**config.mk**
```make
export PLATFORM = sky130hd
export DESIGN_NAME = bram_port_arbiter
export DESIGN_NICKNAME = d
export VERILOG_FILES = /design/src/rtl/bram_arb_pkg.sv /design/src/rtl/rr_arb2.sv /design/src/rtl/bram_port_arbiter.sv
export SDC_FILE = /design/constraint.sdc
export NUM_CORES = 1
export LEC_CHECK = 0
export ABC_CLOCK_PERIOD_IN_PS = 2500
export CORE_ASPECT_RATIO = 0.6
export CORE_MARGIN = 3
export CORE_UTILIZATION = 37
export DETAILED_ROUTE_END_ITERATION = 8
export PLACE_DENSITY = 0.81
export SETUP_SLACK_MARGIN = 0.02
export SLEW_MARGIN = 20
export SYNTH_ARGS = -nofsm -noshare
export SYNTH_HDL_FRONTEND = slang
export SYNTH_SLANG_ARGS = --single-unit
```
**constraint.sdc**
```tcl
create_clock -name clk -period 2.5 [get_ports clk]
set_input_delay 0.75 -clock clk [delete_from_list [all_inputs] [get_ports clk]]
set_output_delay 0.75 -clock clk [all_outputs]
set_load 0.05 [all_outputs]
```
**src/rtl/bram_arb_pkg.sv**
```systemverilog
// ---------------------------------------------------------------------------
// bram_arb_pkg
// Shared constants and types for the two-requester block-RAM port arbiter.
//   ADDR_W_DEF : default RAM address width (512 words)
//   DATA_W_DEF : default RAM word width
//   NUM_REQ    : number of requesters sharing the single RAM port
//   rsp_tag_t  : one-hot requester tag, ascending [0:NUM_REQ-1], bit 0 = MSB
// Optional feature macro used by the top level: BRAM_ARB_OUT_REG_EN
// ---------------------------------------------------------------------------
package bram_arb_pkg;

  localparam int ADDR_W_DEF = 9;
  localparam int DATA_W_DEF = 40;
  localparam int NUM_REQ    = 2;

  // Bit i set means requester i; index 0 is the MSB to match the RAM macros.
  typedef logic [0:NUM_REQ-1] rsp_tag_t;

  // Index of the requester named by a one-hot (or zero) tag. A zero tag
  // returns 0; callers qualify the result with their own valid.
  function automatic logic tag_idx(input rsp_tag_t tag);
    return tag[1];
  endfunction

endpackage : bram_arb_pkg

```
**src/rtl/rr_arb2.sv**
```systemverilog
// ---------------------------------------------------------------------------
// rr_arb2
// Two-way round-robin grant logic, purely combinational.
//   i_valid : per-requester request, ascending [0:1], bit 0 = requester 0
//   i_ptr   : index of the requester favoured when both request
//   o_grant : one-hot (or zero) grant, same bit order as i_valid
// A lone requester always wins; the pointer only breaks ties.
// ---------------------------------------------------------------------------
module rr_arb2
  import bram_arb_pkg::*;
(
  input  rsp_tag_t i_valid,
  input  logic     i_ptr,
  output rsp_tag_t o_grant
);

  always_comb begin
    // NOTE: default assignment first so every path drives o_grant; no latch.
    o_grant = '0;
    if (i_valid[0] && i_valid[1]) begin
      o_grant[i_ptr] = 1'b1;
    end else begin
      o_grant = i_valid;
    end
  end

endmodule : rr_arb2

```
**src/rtl/bram_port_arbiter.sv**
```systemverilog
// ---------------------------------------------------------------------------
// bram_port_arbiter
// Shares one single-port block RAM (1-cycle registered read, read-old-data
// on write) between two requesters with round-robin arbitration.
//
// Ports (all vectors ascending [0:N-1], index 0 = MSB, requester 0 first):
//   clk, rst_n              : clock (rising edge), async active-low reset
//   rq_valid / rq_ready     : per-requester handshake, transfer = both high
//   rq_we, rq_addr, rq_wdata: per-requester command fields (2 x width)
//   rsp_valid, rsp_rdata    : read return, one-hot tag, no backpressure
//   mem_addr, mem_datain,
//   mem_we, mem_dataout     : RAM port
//
// Read latency is 1 cycle by default. Defining BRAM_ARB_OUT_REG_EN adds one
// output register stage on rsp_valid/rsp_rdata (latency 2).
// ---------------------------------------------------------------------------
module bram_port_arbiter
  import bram_arb_pkg::*;
#(
  parameter int ADDR_W = ADDR_W_DEF,
  parameter int DATA_W = DATA_W_DEF
) (
  input  logic                      clk,
  input  logic                      rst_n,
  input  rsp_tag_t                  rq_valid,
  output rsp_tag_t                  rq_ready,
  input  rsp_tag_t                  rq_we,
  input  logic [0:NUM_REQ*ADDR_W-1] rq_addr,
  input  logic [0:NUM_REQ*DATA_W-1] rq_wdata,
  output rsp_tag_t                  rsp_valid,
  output logic [0:DATA_W-1]         rsp_rdata,
  output logic [0:ADDR_W-1]         mem_addr,
  output logic [0:DATA_W-1]         mem_datain,
  output logic                      mem_we,
  input  logic [0:DATA_W-1]         mem_dataout
);

  rsp_tag_t          w_grant;
  logic              w_xfer;
  logic              w_sel;
  logic              w_sel_we;
  logic [0:ADDR_W-1] w_sel_addr;
  logic [0:DATA_W-1] w_sel_wdata;

  logic              r_ptr;
  logic [0:ADDR_W-1] r_last_addr;
  logic [0:DATA_W-1] r_last_wdata;
  rsp_tag_t          r_rd_tag;

  // -------------------------------------------------------------------------
  // Arbitration
  // -------------------------------------------------------------------------
  rr_arb2 u_rr_arb2 (
    .i_valid (rq_valid),
    .i_ptr   (r_ptr),
    .o_grant (w_grant)
  );

  // Ready is gated by rst_n so that nothing is accepted while reset is held,
  // even though the grant logic itself is purely combinational.
  assign rq_ready = rst_n ? w_grant : '0;
  assign w_xfer   = |rq_ready;
  assign w_sel    = tag_idx(rq_ready);
  assign w_sel_we = rq_we[w_sel];

  always_comb begin
    w_sel_addr  = rq_addr[0 +: ADDR_W];
    w_sel_wdata = rq_wdata[0 +: DATA_W];
    if (w_sel) begin
      w_sel_addr  = rq_addr[ADDR_W +: ADDR_W];
      w_sel_wdata = rq_wdata[DATA_W +: DATA_W];
    end
  end

  // -------------------------------------------------------------------------
  // RAM command: the granted command goes straight to the RAM in the same
  // cycle; without a transfer the address/data hold their last value so the
  // RAM sees a quiet bus.
  // -------------------------------------------------------------------------
  assign mem_we     = w_xfer & w_sel_we;
  assign mem_addr   = w_xfer ? w_sel_addr  : r_last_addr;
  assign mem_datain = w_xfer ? w_sel_wdata : r_last_wdata;

  // Pointer, held command and read tracking. r_rd_tag marks the requester
  // whose read was accepted last cycle, i.e. whose data is on mem_dataout
  // now. Writes never set it, so the RAM's read-old-data is discarded.
  always_ff @(posedge clk or negedge rst_n) begin
    if (!rst_n) begin
      r_ptr        <= 1'b0;
      r_last_addr  <= '0;
      r_last_wdata <= '0;
      r_rd_tag     <= '0;
    end else begin
      // NOTE: sequential state uses non-blocking assignments only.
      r_rd_tag <= (w_xfer && !w_sel_we) ? rq_ready : '0;
      if (w_xfer) begin
        r_ptr        <= ~w_sel;
        r_last_addr  <= w_sel_addr;
        r_last_wdata <= w_sel_wdata;
      end
    end
  end

  // -------------------------------------------------------------------------
  // Response path
  // -------------------------------------------------------------------------
`ifdef BRAM_ARB_OUT_REG_EN
  rsp_tag_t          r_rsp_valid;
  logic [0:DATA_W-1] r_rsp_rdata;

  always_ff @(posedge clk or negedge rst_n) begin
    if (!rst_n) begin
      r_rsp_valid <= '0;
      r_rsp_rdata <= '0;
    end else begin
      r_rsp_valid <= r_rd_tag;
      if (|r_rd_tag) begin
        r_rsp_rdata <= mem_dataout;
      end
    end
  end

  assign rsp_valid = r_rsp_valid;
  assign rsp_rdata = r_rsp_rdata;
`else
  logic [0:DATA_W-1] r_rdata_hold;

  // Captures each returned word so rsp_rdata keeps it once rsp_valid drops.
  always_ff @(posedge clk or negedge rst_n) begin
    if (!rst_n) begin
      r_rdata_hold <= '0;
    end else if (|r_rd_tag) begin
      r_rdata_hold <= mem_dataout;
    end
  end

  assign rsp_valid = r_rd_tag;
  assign rsp_rdata = (|r_rd_tag) ? mem_dataout : r_rdata_hold;
`endif

  // -------------------------------------------------------------------------
  // Sanity properties (simulation only; synthesis ignores them)
  // -------------------------------------------------------------------------
  a_grant_onehot : assert property (@(posedge clk) disable iff (!rst_n)
    $onehot0(rq_ready));
  a_ready_needs_valid : assert property (@(posedge clk) disable iff (!rst_n)
    (rq_ready & ~rq_valid) == '0);
  a_rsp_onehot : assert property (@(posedge clk) disable iff (!rst_n)
    $onehot0(rsp_valid));

endmodule : bram_port_arbiter

```
* Word-level counts from Yosys, hierarchy flattened
Index checks and enable logic that the tools add are counted.
** Storage, ports and cells
- Flip-flop bits (word level) :: 92
- Input port bits :: 144
- Logic and storage cells :: 31
- Output and inout bits :: 94
** Operators by class
- Reduce and logical (&&, ||, !) cells :: 6
- Mux-type cells :: 13
- Bitwise operators :: 4
- Order comparisons :: 3
** Operators by type and width (count)
- $mux 40 :: 3
- $mux 9 :: 2
- $mux 2 :: 3
- $ge 2x2->1 const B :: 2
- $mux 1 :: 4
- $not 1->2 :: 2
- $reduce_or 2->1 :: 2
- $logic_and 1x1->1 :: 3
- $lt 2x1->1 const B :: 1
- $and 1x1->1 :: 1
- $demux 1 s1 :: 1
- $logic_not 1->1 :: 1
- $not 1->1 :: 1

* Depth between registers and ports, before layout
- Word-level depth :: 14
- Depth in mapped cells :: 5
- Depth with buffers taken out :: 3

* Modules after synthesis
Synthesis repeated with hierarchy kept, for this count alone.
** Unflattened totals
- Cell total of the unflattened synthesis :: 330
- Area total of the unflattened synthesis :: 4499.3 um^2
** By module, submodules not included
- bram_port_arbiter :: instances 1, cells each 327, area an instance 4480.5 um^2
- rr_arb2 :: instances 1, cells each 3, area an instance 18.8 um^2

* Least setup slack after synthesis
No wires, ideal clock.
- Kind :: input port to output port
- Start :: in rq_valid[0]
- End :: out mem_we
- Stages on the path :: 3
- Arrival :: 1898 ps
- Slack :: -148 ps
- Data required time :: 1750 ps
- Buffers on the path :: 0
- Cells stage by stage :: and2_1 -> a21bo_2 -> a21oi_1
** Between the ends
- Word-level cells in the longest chain between the ends :: 8
- Elaborated cells between the ends (all ways) :: 9
- Those cells by class :: mux: 5; bitwise: 2; reduce/logical: 2
** RTL lines
- start: declaration :: line bram_port_arbiter.sv:25 : input rsp_tag_t rq_valid,
- $logic_and 1x1->1 :: line rr_arb2.sv:20 : if (i_valid[0] && i_valid[1]) begin
- $mux 2 * :: line rr_arb2.sv:20
- $mux 2 * :: line bram_port_arbiter.sv:61 : assign rq_ready = rst_n ? w_grant : '0;
- $not 1->2 (implied by the code) :: line bram_port_arbiter.sv:64 : assign w_sel_we = rq_we[w_sel];
- $mux 1 (implied by the code) (3 in a row) :: line bram_port_arbiter.sv:64
- $and 1x1->1 * :: line bram_port_arbiter.sv:80 : assign mem_we = w_xfer & w_sel_we;
- end: declaration :: line bram_port_arbiter.sv:34 : output logic mem_we,
Mark *: on every way between the ends. The rest lies on a longest branch, timed or not. The select of a mux whose other input is x is not followed.

* Worst setup path in the final report
- Start :: in rq_valid[0]
- End :: out mem_addr[0] (netlist name)
** Between the ends
- Word-level cells in the longest chain between the ends :: 5
- Elaborated cells between the ends (all ways) :: 6
- Those cells by class :: mux: 4; reduce/logical: 2
** RTL lines
- $logic_and 1x1->1 :: line rr_arb2.sv:20
- $mux 2 * :: line rr_arb2.sv:20
- $mux 2 * :: line bram_port_arbiter.sv:61
- $mux 9 / $reduce_or 2->1 (equally long branches) :: line bram_port_arbiter.sv:69, bram_port_arbiter.sv:62
- $mux 9 *
- end: declaration :: line bram_port_arbiter.sv:32 : output logic [0:ADDR_W-1] mem_addr,
Mark *: on every way between the ends. The rest lies on a longest branch, timed or not.

==> run_results.csv <==
group,metric,value,unit
run_status,outcome,"finished with violations",
run_status,violations,"setup timing",
clock_tree,clock-root-buffer,"clkbuf_16",
drt,top_layer,"met4",
min_path,hold_class,"input pin to asynchronous set/reset pin",
clock_tree,htreeDepth,3,
die,dieHeight,84.2,um
clock_tree,cts_tree,"yes",
placed_design,gp_congestion,0.754,
drt,wl_met2,9230,um
sta,tightest_slew,0.906,ns
sta,setup_ws,-0.125,ns
synthesis,synth-main-ff-cell,"dfrtp_1",
synthesis,synth_cell_types,17,
synthesis,yosys-top-cells-area,"dfrtp_1 61%, a221o_1 13%, mux2_2 12%, and2_1 8.5%, buf_6 1.8%",
drt,ant_nets,0,
drt,viasPerCell,5.30,
sta,slew_headroom,39.6,%
clock_tree,cts_buffer_depth,2,
clock_tree,ctsHoldBuffers,0,
drt,drtPass1Iterations,4,
synthesis,syn_area,3770,um2
global_routing,grt_overflow,0,
synthesis,synth_area_per_cell,14.3,um2
drt,met1_length,6540,um
drt,drcViolationCount,0,
sta,setup_violations,69,
die,core,9530,um2
setup_path,path_cells,"buf_8, buf_6, a21oi_4, buf_6, buf_12, a221o_2, buf_12",
clock_tree,clk-insertion-delay-late,0.33,ns
clock_tree,clkSlewWorstSetupHoldPaths,0.06,ns
sta,fin_setup_tns,-3.93,ns
finish,antenna_cells,0,
setup_path,required,1.75,ns
sta,fin_skew,0.00502,ns
die,dieArea,11500,um2
power_and_ir_drop,p_per_area,850,nW/um2
setup_path,cp_slowest_stage_delay,0.43,ns
die,num_rows,27,
finish,fin_cells,693,
sta,fin_crit,2.63,ns
setup_path,critPathLaunchType,"input pin",
global_routing,antenna_found_initial,0,
die,initial_core_util,39.6,%
global_routing,grt_pass1_wl,24000,um
synthesis,synth-edff-count,0,
power_and_ir_drop,p_leak,3.77,nW
finish,utilization,86.1,%
global_routing,track_usage,27.6,%
drt,drt_wl_total,17700,um
sta,hold_viol,0,
synthesis,synthArstFlopShare,100,%
synthesis,synth.most_common_cell,"dfrtp_1",
power_and_ir_drop,vdd_drop_max,0.572,mV
sta,fin_crit_sh,105,%
clock_tree,cts_buffers,9,
placed_design,port_buffers,237,
global_routing,grt_max_degree,71,
drt,vias,3674,
synthesis,synth_seq_cells,92,
sta,rsz0062_at_grt,"true",
global_routing,grt_pass1_vias,4076,
die,io_pins,238,
setup_path,critPathKind,"input pin to output pin",
placed_design,place_inst,631,
setup_path,arrival,1.88,ns
synthesis,synth_common_cells,"92 x dfrtp_1, 51 x and2_1, 49 x a221o_1",
synthesis,synth_cells,264,
drt,drt-initial-drc-count,232,
power_and_ir_drop,totalPowerFinal,0.00697,W
synthesis,yosysSeqAreaShare,61.0,%
synthesis,syn-num-nets,408,
clock_tree,clock-sinks,92,
drt,wire_per_inst,25.5,um
flow_run,drv_cap,0,
finish,area_growth,117,%
sta,clock.fmax,381,MHz
drt,wl_met3,1600,um
setup_path,worstSetupEndpointType,"output pin",
finish,drive_gt1_share,50.3,%
placed_design,dpl.hpwl,9650,um
finish,fin_nets,702,
die,die_w,136,um
synthesis,yosysWarnings,0,
setup_path,cp_max_fo,16,
setup_path,crit_slowest_cell,"a221o_2",
synthesis,yosysTopAreaCell,"dfrtp_1",
sta,drv_slew,0,
synthesis,yosysTopAreaCellShare,61.0,%
## area by class of cell
cell class | instances | area (um2)
clock buffers | 10 | 229
well taps | 130 | 163
flip-flops and latches | 92 | 2300
repair buffers | 297 | 3760
clock inverters | 6 | 62.6
multi-input cells | 158 | 1680
fillers | 456 | 1330
## registers in the layout, summed over array words and instances (netlist names)
register	flops
r_last_addr	9
r_last_wdata	40
r_ptr	1
r_rdata_hold	40
rsp_valid	2
## logic make-up (layout without fill, tap and decap cells)
group,count (synthesis),after routing,share of synthesized area (%)
flops,92,92,61.0
simple gates,57,63,9.49
mux,40,40,11.9
buf+inv,20,313,3.48
compound gates,55,55,14.0
## per-layer routing
layer / vias up / global-route usage (%)
met5: - / 0
met3: 21 / 10.2
met2: 183 / 48.5
li1: 1575 / -
met4: 0 / 6.22
met1: 1895 / 32.4
## report_power, final
part           switching [W]  total (W)  internal (W)
clock network       0.000585    0.00136      0.000778
registers           0.000112    0.00190       0.00179
logic                0.00190    0.00370       0.00180
total                0.00260    0.00697       0.00437
## critical path: cells and delay by family
| family | cells | cell delay (ns) |
|---|---|---|
| buffers and inverters | 5 | 0.61 |
| AOI/OAI and AO/OA | 2 | 0.48 |
## through the flow
stage	setup WS (ns)	instance area [um2]	hold WS (ns)
after global routing	-0.140	8200	0.299
final	-0.125	8200	0.312
after floorplan	-0.0401	3860	0.454
after CTS	-0.108	8060	0.298
after global placement	-0.682	6890	0.478
after detailed placement	-0.723	6890	0.485
## placed cells by master (no fill, tap or decap), drive strengths merged, types with 2 or more instances in the layout
cell type / count
clkinv: 3
a221o: 49
clkdlybuf4s50: 141
dfrtp: 92
inv: 2
clkbuf: 13
and2: 57
mux2: 40
buf: 152
a21oi: 4
## worst paths after layout
kind	start	slack [ns]	endpoint	cells past startpoint
min	rst_n	0.31	r_ptr	2
max in group asynchronous	rst_n	1.24	r_rdata_hold[13]	2
max	rq_valid[0]	-0.13	mem_addr[0]	7
min in group clk	r_rdata_hold[15]	0.51	r_rdata_hold[15]	1
min reg2reg	r_rdata_hold[15]	0.51	r_rdata_hold[15]	1
max reg2reg	r_ptr	0.89	r_last_wdata[4]	5
## timing repair
action,CTS,global route
gates cloned,10,6
pin swaps,36,23
setup endpoints to repair,89,84
hold endpoints to repair,0,0
resized for setup,140,37
setup buffers,25,13
No activity file was read; power rests on OpenSTA's default activity.
